## src/rtl/dmem_pkg.sv

```systemverilog
// dmem_pkg: shared types and geometry for the data memory and its arbiter
package dmem_pkg;
  localparam int AW = 15;
  localparam int DW = 48;
  typedef enum logic [1:0] {IDLE, ISSUE, WAIT, ACK} state_t;
  typedef enum logic {PORT_A, PORT_B} port_t;
endpackage

```

## src/rtl/dmem_arbiter.sv

```systemverilog
// dmem_arbiter: two-master round-robin sequencer in front of the data memory
module dmem_arbiter #(
  parameter int AW = dmem_pkg::AW,
  parameter int DW = dmem_pkg::DW,
  parameter int TIMEOUT = 15
) (
  input  logic          clk,
  input  logic          reset,
  input  logic          i_a_req,
  input  logic          i_a_we,
  input  logic [AW-1:0] i_a_addr,
  input  logic [DW-1:0] i_a_wdata,
  output logic          o_a_ack,
  output logic [DW-1:0] o_a_rdata,
  input  logic          i_b_req,
  input  logic          i_b_we,
  input  logic [AW-1:0] i_b_addr,
  input  logic [DW-1:0] i_b_wdata,
  output logic          o_b_ack,
  output logic [DW-1:0] o_b_rdata,
  output logic          o_err,
  output logic [AW-1:0] o_mem_addr,
  output logic          o_mem_read,
  output logic          o_mem_write,
  output logic [DW-1:0] o_mem_wdata,
  input  logic [DW-1:0] i_mem_rdata,
  input  logic          i_mem_done
);
  import dmem_pkg::*;

  localparam logic [7:0] WD_LAST = 8'(TIMEOUT - 1);

  state_t        state;
  port_t         grant, last_grant;
  logic          we;
  logic [7:0]    wd;
  logic          pick_b, sel_we;
  logic [AW-1:0] sel_addr;
  logic [DW-1:0] sel_wdata;

  // B wins when it is alone or when A was served last
  assign pick_b    = i_b_req && (!i_a_req || last_grant == PORT_A);
  assign sel_we    = pick_b ? i_b_we : i_a_we;
  assign sel_addr  = pick_b ? i_b_addr : i_a_addr;
  assign sel_wdata = pick_b ? i_b_wdata : i_a_wdata;

  // Sequencer: strobes and acks default low so every pulse lasts one cycle
  always_ff @(posedge clk or posedge reset) begin
    if (reset) begin
      state       <= IDLE;
      grant       <= PORT_A;
      last_grant  <= PORT_B;
      we          <= 1'b0;
      wd          <= '0;
      o_a_ack     <= 1'b0;
      o_b_ack     <= 1'b0;
      o_err       <= 1'b0;
      o_mem_read  <= 1'b0;
      o_mem_write <= 1'b0;
      o_mem_addr  <= '0;
      o_mem_wdata <= '0;
      o_a_rdata   <= '0;
      o_b_rdata   <= '0;
    end else begin
      o_mem_read  <= 1'b0;
      o_mem_write <= 1'b0;
      o_a_ack     <= 1'b0;
      o_b_ack     <= 1'b0;
      o_err       <= 1'b0;
      case (state)
        IDLE: if (i_a_req || i_b_req) begin
          grant       <= pick_b ? PORT_B : PORT_A;
          we          <= sel_we;
          o_mem_addr  <= sel_addr;
          o_mem_wdata <= sel_wdata;
          o_mem_read  <= !sel_we;
          o_mem_write <= sel_we;
          state       <= ISSUE;
        end
        ISSUE: begin
          wd    <= '0;
          state <= WAIT;
        end
        WAIT: if (i_mem_done || wd == WD_LAST) begin
          if (i_mem_done && !we && grant == PORT_A) o_a_rdata <= i_mem_rdata;
          if (i_mem_done && !we && grant == PORT_B) o_b_rdata <= i_mem_rdata;
          o_a_ack <= grant == PORT_A;
          o_b_ack <= grant == PORT_B;
          o_err   <= !i_mem_done;
          state   <= ACK;
        end else wd <= wd + 8'd1;
        default: begin
          last_grant <= grant;
          state      <= IDLE;
        end
      endcase
    end
  end
endmodule

```

## config.mk

```make
export PLATFORM = sky130hd
export DESIGN_NAME = dmem_arbiter
export DESIGN_NICKNAME = d
export VERILOG_FILES = /design/src/rtl/dmem_pkg.sv /design/src/rtl/dmem_arbiter.sv
export SDC_FILE = /design/constraint.sdc
export NUM_CORES = 1
export LEC_CHECK = 0
export BUFFER_PORTS_ARGS = -buffer_cell sky130_fd_sc_hd__clkbuf_2
export CORE_MARGIN = 5
export CORE_UTILIZATION = 47
export DETAILED_ROUTE_END_ITERATION = 10
export HOLD_SLACK_MARGIN = 0.02
export PLACE_DENSITY = 0.91
export SLEW_MARGIN = 20
export SYNTH_ARGS = -nofsm -noshare
export SYNTH_HDL_FRONTEND = slang
export SYNTH_SLANG_ARGS = --single-unit
```

## constraint.sdc

```tcl
create_clock -name clk -period 5.8 [get_ports clk]
set_input_delay 0.29 -clock clk [delete_from_list [all_inputs] [get_ports clk]]
set_output_delay 0.29 -clock clk [all_outputs]
set_load 0.005 [all_outputs]
```

-- Word level (Yosys, flattened, before mapping)
Cells that the tools add are included.
- equal/unequal tests: 6
- bitwise gates (word level): 2
- reduce and logical (&&, ||, !) cells: 19
- muxes and demuxes: 19
- add/sub/neg operators: 1
- operator list (kind ; count):
    $mux 48 ; 1
    $pmux 8 s2 ; 1
    $mux 15 ; 1
    $mux 1 ; 12
    $add 8x1->8 const B ; 1
    $eq 8x4->1 const B ; 1
    $mux 8 ; 1
    $ne 2x2->1 const B ; 3
    $pmux 2 s3 ; 1
    $reduce_and 2->1 ; 3
    $reduce_and 3->1 ; 2
    $logic_and 1x1->1 ; 4
    $logic_not 1->1 ; 4
    $mux 2 ; 2
    $logic_or 1x1->1 ; 3
    $reduce_or 3->1 ; 1
    $eq 2x1->1 const B ; 1
    $eq 2x2->1 const B ; 1
    $logic_not 2->1 ; 1
    $not 1->1 ; 2
    $reduce_bool 2->1 ; 1
- input bits: 181
- register bits: 177
- output and inout port bits: 164
- word-level logic and storage cells: 61

-- Depth between registers and ports, before layout
- depth in word-level cells: 7
- gate-level depth with buffers: 8
- gate-level depth less buffers: 6

-- Worst setup path before layout
Ideal clock, no wire load.
- path type: register to register
- start: register wd[0]
- end: register state[1]
- required time: 5.675 ns
- setup slack: 3.783 ns
- library setup time: 0.125 ns
- buffers on the path: 0
- cell stages (with the launch flop): 7
- data arrival time: 1.892 ns
- period minus slack after synthesis: 2.017 ns
- path through: dfrtp_1 inv_1 ha_1 or4b_4 o311a_4 a21oi_2 mux2_2
- longest elaborated chain between the ends: 4
- RTL lines (item ; line ; source):
    start: declaration ; dmem_arbiter.sv:36 ; logic [7:0] wd;
    start signal: assignment ; dmem_arbiter.sv:91 ; end else wd <= wd + 8'd1;
    $eq 8x4->1 ; dmem_arbiter.sv:84 ; WAIT: if (i_mem_done || wd == WD_LAST) begin
    $logic_or 1x1->1 ; dmem_arbiter.sv:84 ;
    $ne 2x2->1 (no source line) ; -- ;
    $reduce_and 2->1 (no source line) ; -- ;
    end signal: assignment ; dmem_arbiter.sv:82 ; state <= WAIT;
    end signal: assignment ; dmem_arbiter.sv:90 ; state <= ACK;
    end signal: assignment ; dmem_arbiter.sv:94 ; state <= IDLE;
    end: declaration ; dmem_arbiter.sv:33 ; state_t state;
Every way passes these cells.
A chain may end at the register's enable or synchronous reset.

-- Final worst setup path
- start: register state[0]
- end: register o_a_rdata[33]
- longest elaborated chain between the ends: 2
- RTL lines (item ; line ; source):
    start signal: assignment ; dmem_arbiter.sv:50 ; state <= IDLE;
    start signal: assignment ; dmem_arbiter.sv:78 ; state <= ISSUE;
    start signal: assignment ; dmem_arbiter.sv:82 ;
    $eq 2x2->1 ; dmem_arbiter.sv:70 ; case (state)
    $reduce_and 3->1 (no source line) ; -- ;
    end signal: assignment ; dmem_arbiter.sv:85 ; if (i_mem_done && !we && grant == PORT_A) o_a_rdata <= i_mem_rdata;
    end: declaration ; dmem_arbiter.sv:14 ; output logic [DW-1:0] o_a_rdata,
Every way passes these cells.

==> results by group <==
Finish
  • Commonest non-fill, non-tap cells in the layout: 344 x clkbuf_2, 176 x dfrtp_1, 98 x mux2_2, 68 x nand2_1, 67 x mux2i_1
  • Non-filler cells, final: 1123
  • Final nets: 1086
  • Commonest non-fill, non-tap cell in the layout: clkbuf_2
  • Design Area, Final: 9840 sq um
  • Layout cell share with drive strength beyond 1: 53.7%
  • Antenna diodes: 0
  • Area grow syn2layout: 34.0%

Clocking
  • Maximum clock insertion buffer count: 2
  • Htree depth: 4
  • TritonCTS clock tree: yes
  • Hold_buf cts: 0
  • Post-cts resize count: 0
  • TritonCTS Buffers: 17
  • Post-CTS setup-driven buffer insertion count: 0
  • Worst-path clk slew: 0.07 ns
  • Root Driver: clkbuf_16
  • Clk sinks: 177
  • Clk_lat worst skew: 0.41 ns

Critical path
  • Max FO, Critical Path: 48
  • WP data required: 6.09 ns
  • Crit end category: register
  • Worst EP arrival: 2.49 ns
  • Reg2reg start: state[0]
  • Worst R2R Setup Slack: 3.60 ns
  • Reg-to-Reg End: o_a_rdata[33]
  • Worst R2R Path Depth: 5
  • Crit start category: register
  • Kind of critical path: reg2reg

Floorplanning
  • Die Height: 135 microns
  • Io pins: 345
  • Die W: 135 microns
  • Standard-cell rows: 45
  • Total core area: 15300 sq um
  • Die area: 18200 sq um
  • Initial Utilization: 48.1%

Hold path
  • Hold WC Path Type: in2async

Logic synthesis
  • Post-Syn Area: 7340 sq um
  • Seq/Total Area, Yosys: 60.4%
  • Post-synth EDFFs: 0
  • Ys Warns: 0
  • Ys flop type: dfrtp_1
  • Register bit count reported by yosys: 177
  • Syn Inst Count: 563
  • Syn Area/Cell: 13.0 sq um
  • Synth Net Count: 750
  • Ys async rst share: 100%
  • Library cells used by synthesis: 31

Detailed routing
  • DRT Wirelength: 19.3 mm
  • Final ANT Viol Nets: 0
  • DR iter-0 viols: 223
  • DR pass1 iterations: 5
  • Post-DR vias/cell: 4.95
  • Via Count: 5556
  • WL/cell: 17.2 microns
  • DRC Markers: 0

Pwr
  • Max VDD drop: 0.243 mV
  • Power per cell area: 506 nW/um^2
  • Leakage: 5.20 nW

Placement
  • Routability cong.: 0.789
  • Post-DP HPWL: 14.9 mm
  • Placed instance area: 9250 sq um
  • Placed Cells: 1091
  • Port Buf Inserts: 344

Status
  • Status: completed

STA
  • Worst-margin pin slew: 1.05 ns
  • Unrepaired setup endpoints after global routing: false
  • Slew Viols, Final: 0
  • Setup TNS: 0 ns
  • Final min period: 2.20 ns
  • Final Hold Fails: 0
  • Relative slew slack: 30.0%
  • Final setup viols: 0
  • Max Clock Skew: 0.0115 ns
  • Fin Hold WS: 0.0726 ns
  • Period utilization: 37.9%
  • Fmax: 455 MHz

Global routing
  • First-pass GRT wire length: 30.1 mm
  • Total Routing Usage GR: 21.1%
  • Vias in the first global route: 5833
  • Largest net degree at the start of global routing: 116
  • Antenna violations before repair: 0
  • Grt ovf: 0

Job
  • Max Cap Viol: 0
-- sequential cells by signal, indices dropped and copies added, names as in the netlist --
name / flops
grant: 1
o_a_rdata: 48
o_a_ack: 1
state: 2
wd: 8
o_err: 1
o_b_rdata: 48
last_grant: 1
o_mem_read: 1
o_mem_write: 1
o_mem_addr: 15
o_mem_wdata: 48
o_b_ack: 1
we: 1
-- routing by layer --
metal / track usage (%) / wire length (microns)
met1: 24.3 / 7330
met2: 37.4 / 10000
met3: 6.18 / 1490
met4: 7.45 / 433
met5: 0 / 0
-- cell usage after synthesis, drive strengths merged (4+ instances only) --
| cell | instances | area share, % |
|---|---|---|
| a211o | 4 | 0.48 |
| and3 | 6 | 0.56 |
| buf | 13 | 0.89 |
| clkbuf | 18 | 0.92 |
| dfrtp | 176 | 60 |
| ha | 6 | 1.0 |
| inv | 6 | 0.31 |
| mux2 | 98 | 15 |
| mux2i | 67 | 9.1 |
| nand2 | 68 | 3.5 |
| nor2 | 7 | 0.36 |
| nor3 | 5 | 0.34 |
| o21ai | 66 | 4.5 |
-- power breakdown --
group | internal (mW) | total, mW | switching (mW)
registers | 1.81 | 2.14 | 0.327
clock network | 0.645 | 1.13 | 0.488
logic | 0.879 | 1.71 | 0.830
-- cell families after synthesis --
group                      synth area share [%]
adders and majority gates                  1.02
buffers and inverters                      2.11
muxes                                      24.2
AOI/OAI and AO/OA                          6.15
DFF                                        60.4
and+or+nand+nor                            6.17
-- area by class of cell --
type / count / area, sq um
Clock inverter: 13 / 150
Multi-Input combinational cell: 349 / 2780
Inverter: 6 / 27.5
Clock buffer: 19 / 433
Tap cell: 211 / 264
Sequential cell: 177 / 4430
Timing Repair Buffer: 348 / 1750
Fill cell: 1150 / 5420
-- worst max-delay path by stage --
stage	from	to	cells past startpoint
2_1_floorplan	reset	grant	1
3_3_place_gp	state[0]	o_b_rdata[32]	5
3_5_place_dp	state[0]	o_b_rdata[26]	5
4_1_cts	state[0]	o_b_rdata[15]	5
5_1_grt	state[1]	o_mem_addr[1]	5
6_report	state[0]	o_a_rdata[33]	5
-- metrics by stage --
stage	util [%]	setup slack, ns	power [mW]
3_5_place_dp	60.6	3.33	3.90
3_3_place_gp	60.6	3.41	3.79
2_1_floorplan	-	0.710	2.99
5_1_grt	64.5	3.37	5.32
6_report	64.5	3.60	4.98
4_1_cts	64.5	3.29	5.04
-- worst max-delay path, cell delays in order (launching register included) --
cell      delay, ns
dfrtp_1        0.40
inv_1          0.11
ha_1           0.33
and4bb_2       0.26
buf_4          0.51
mux2_2         0.42
Power figures use the tool's default switching activity.
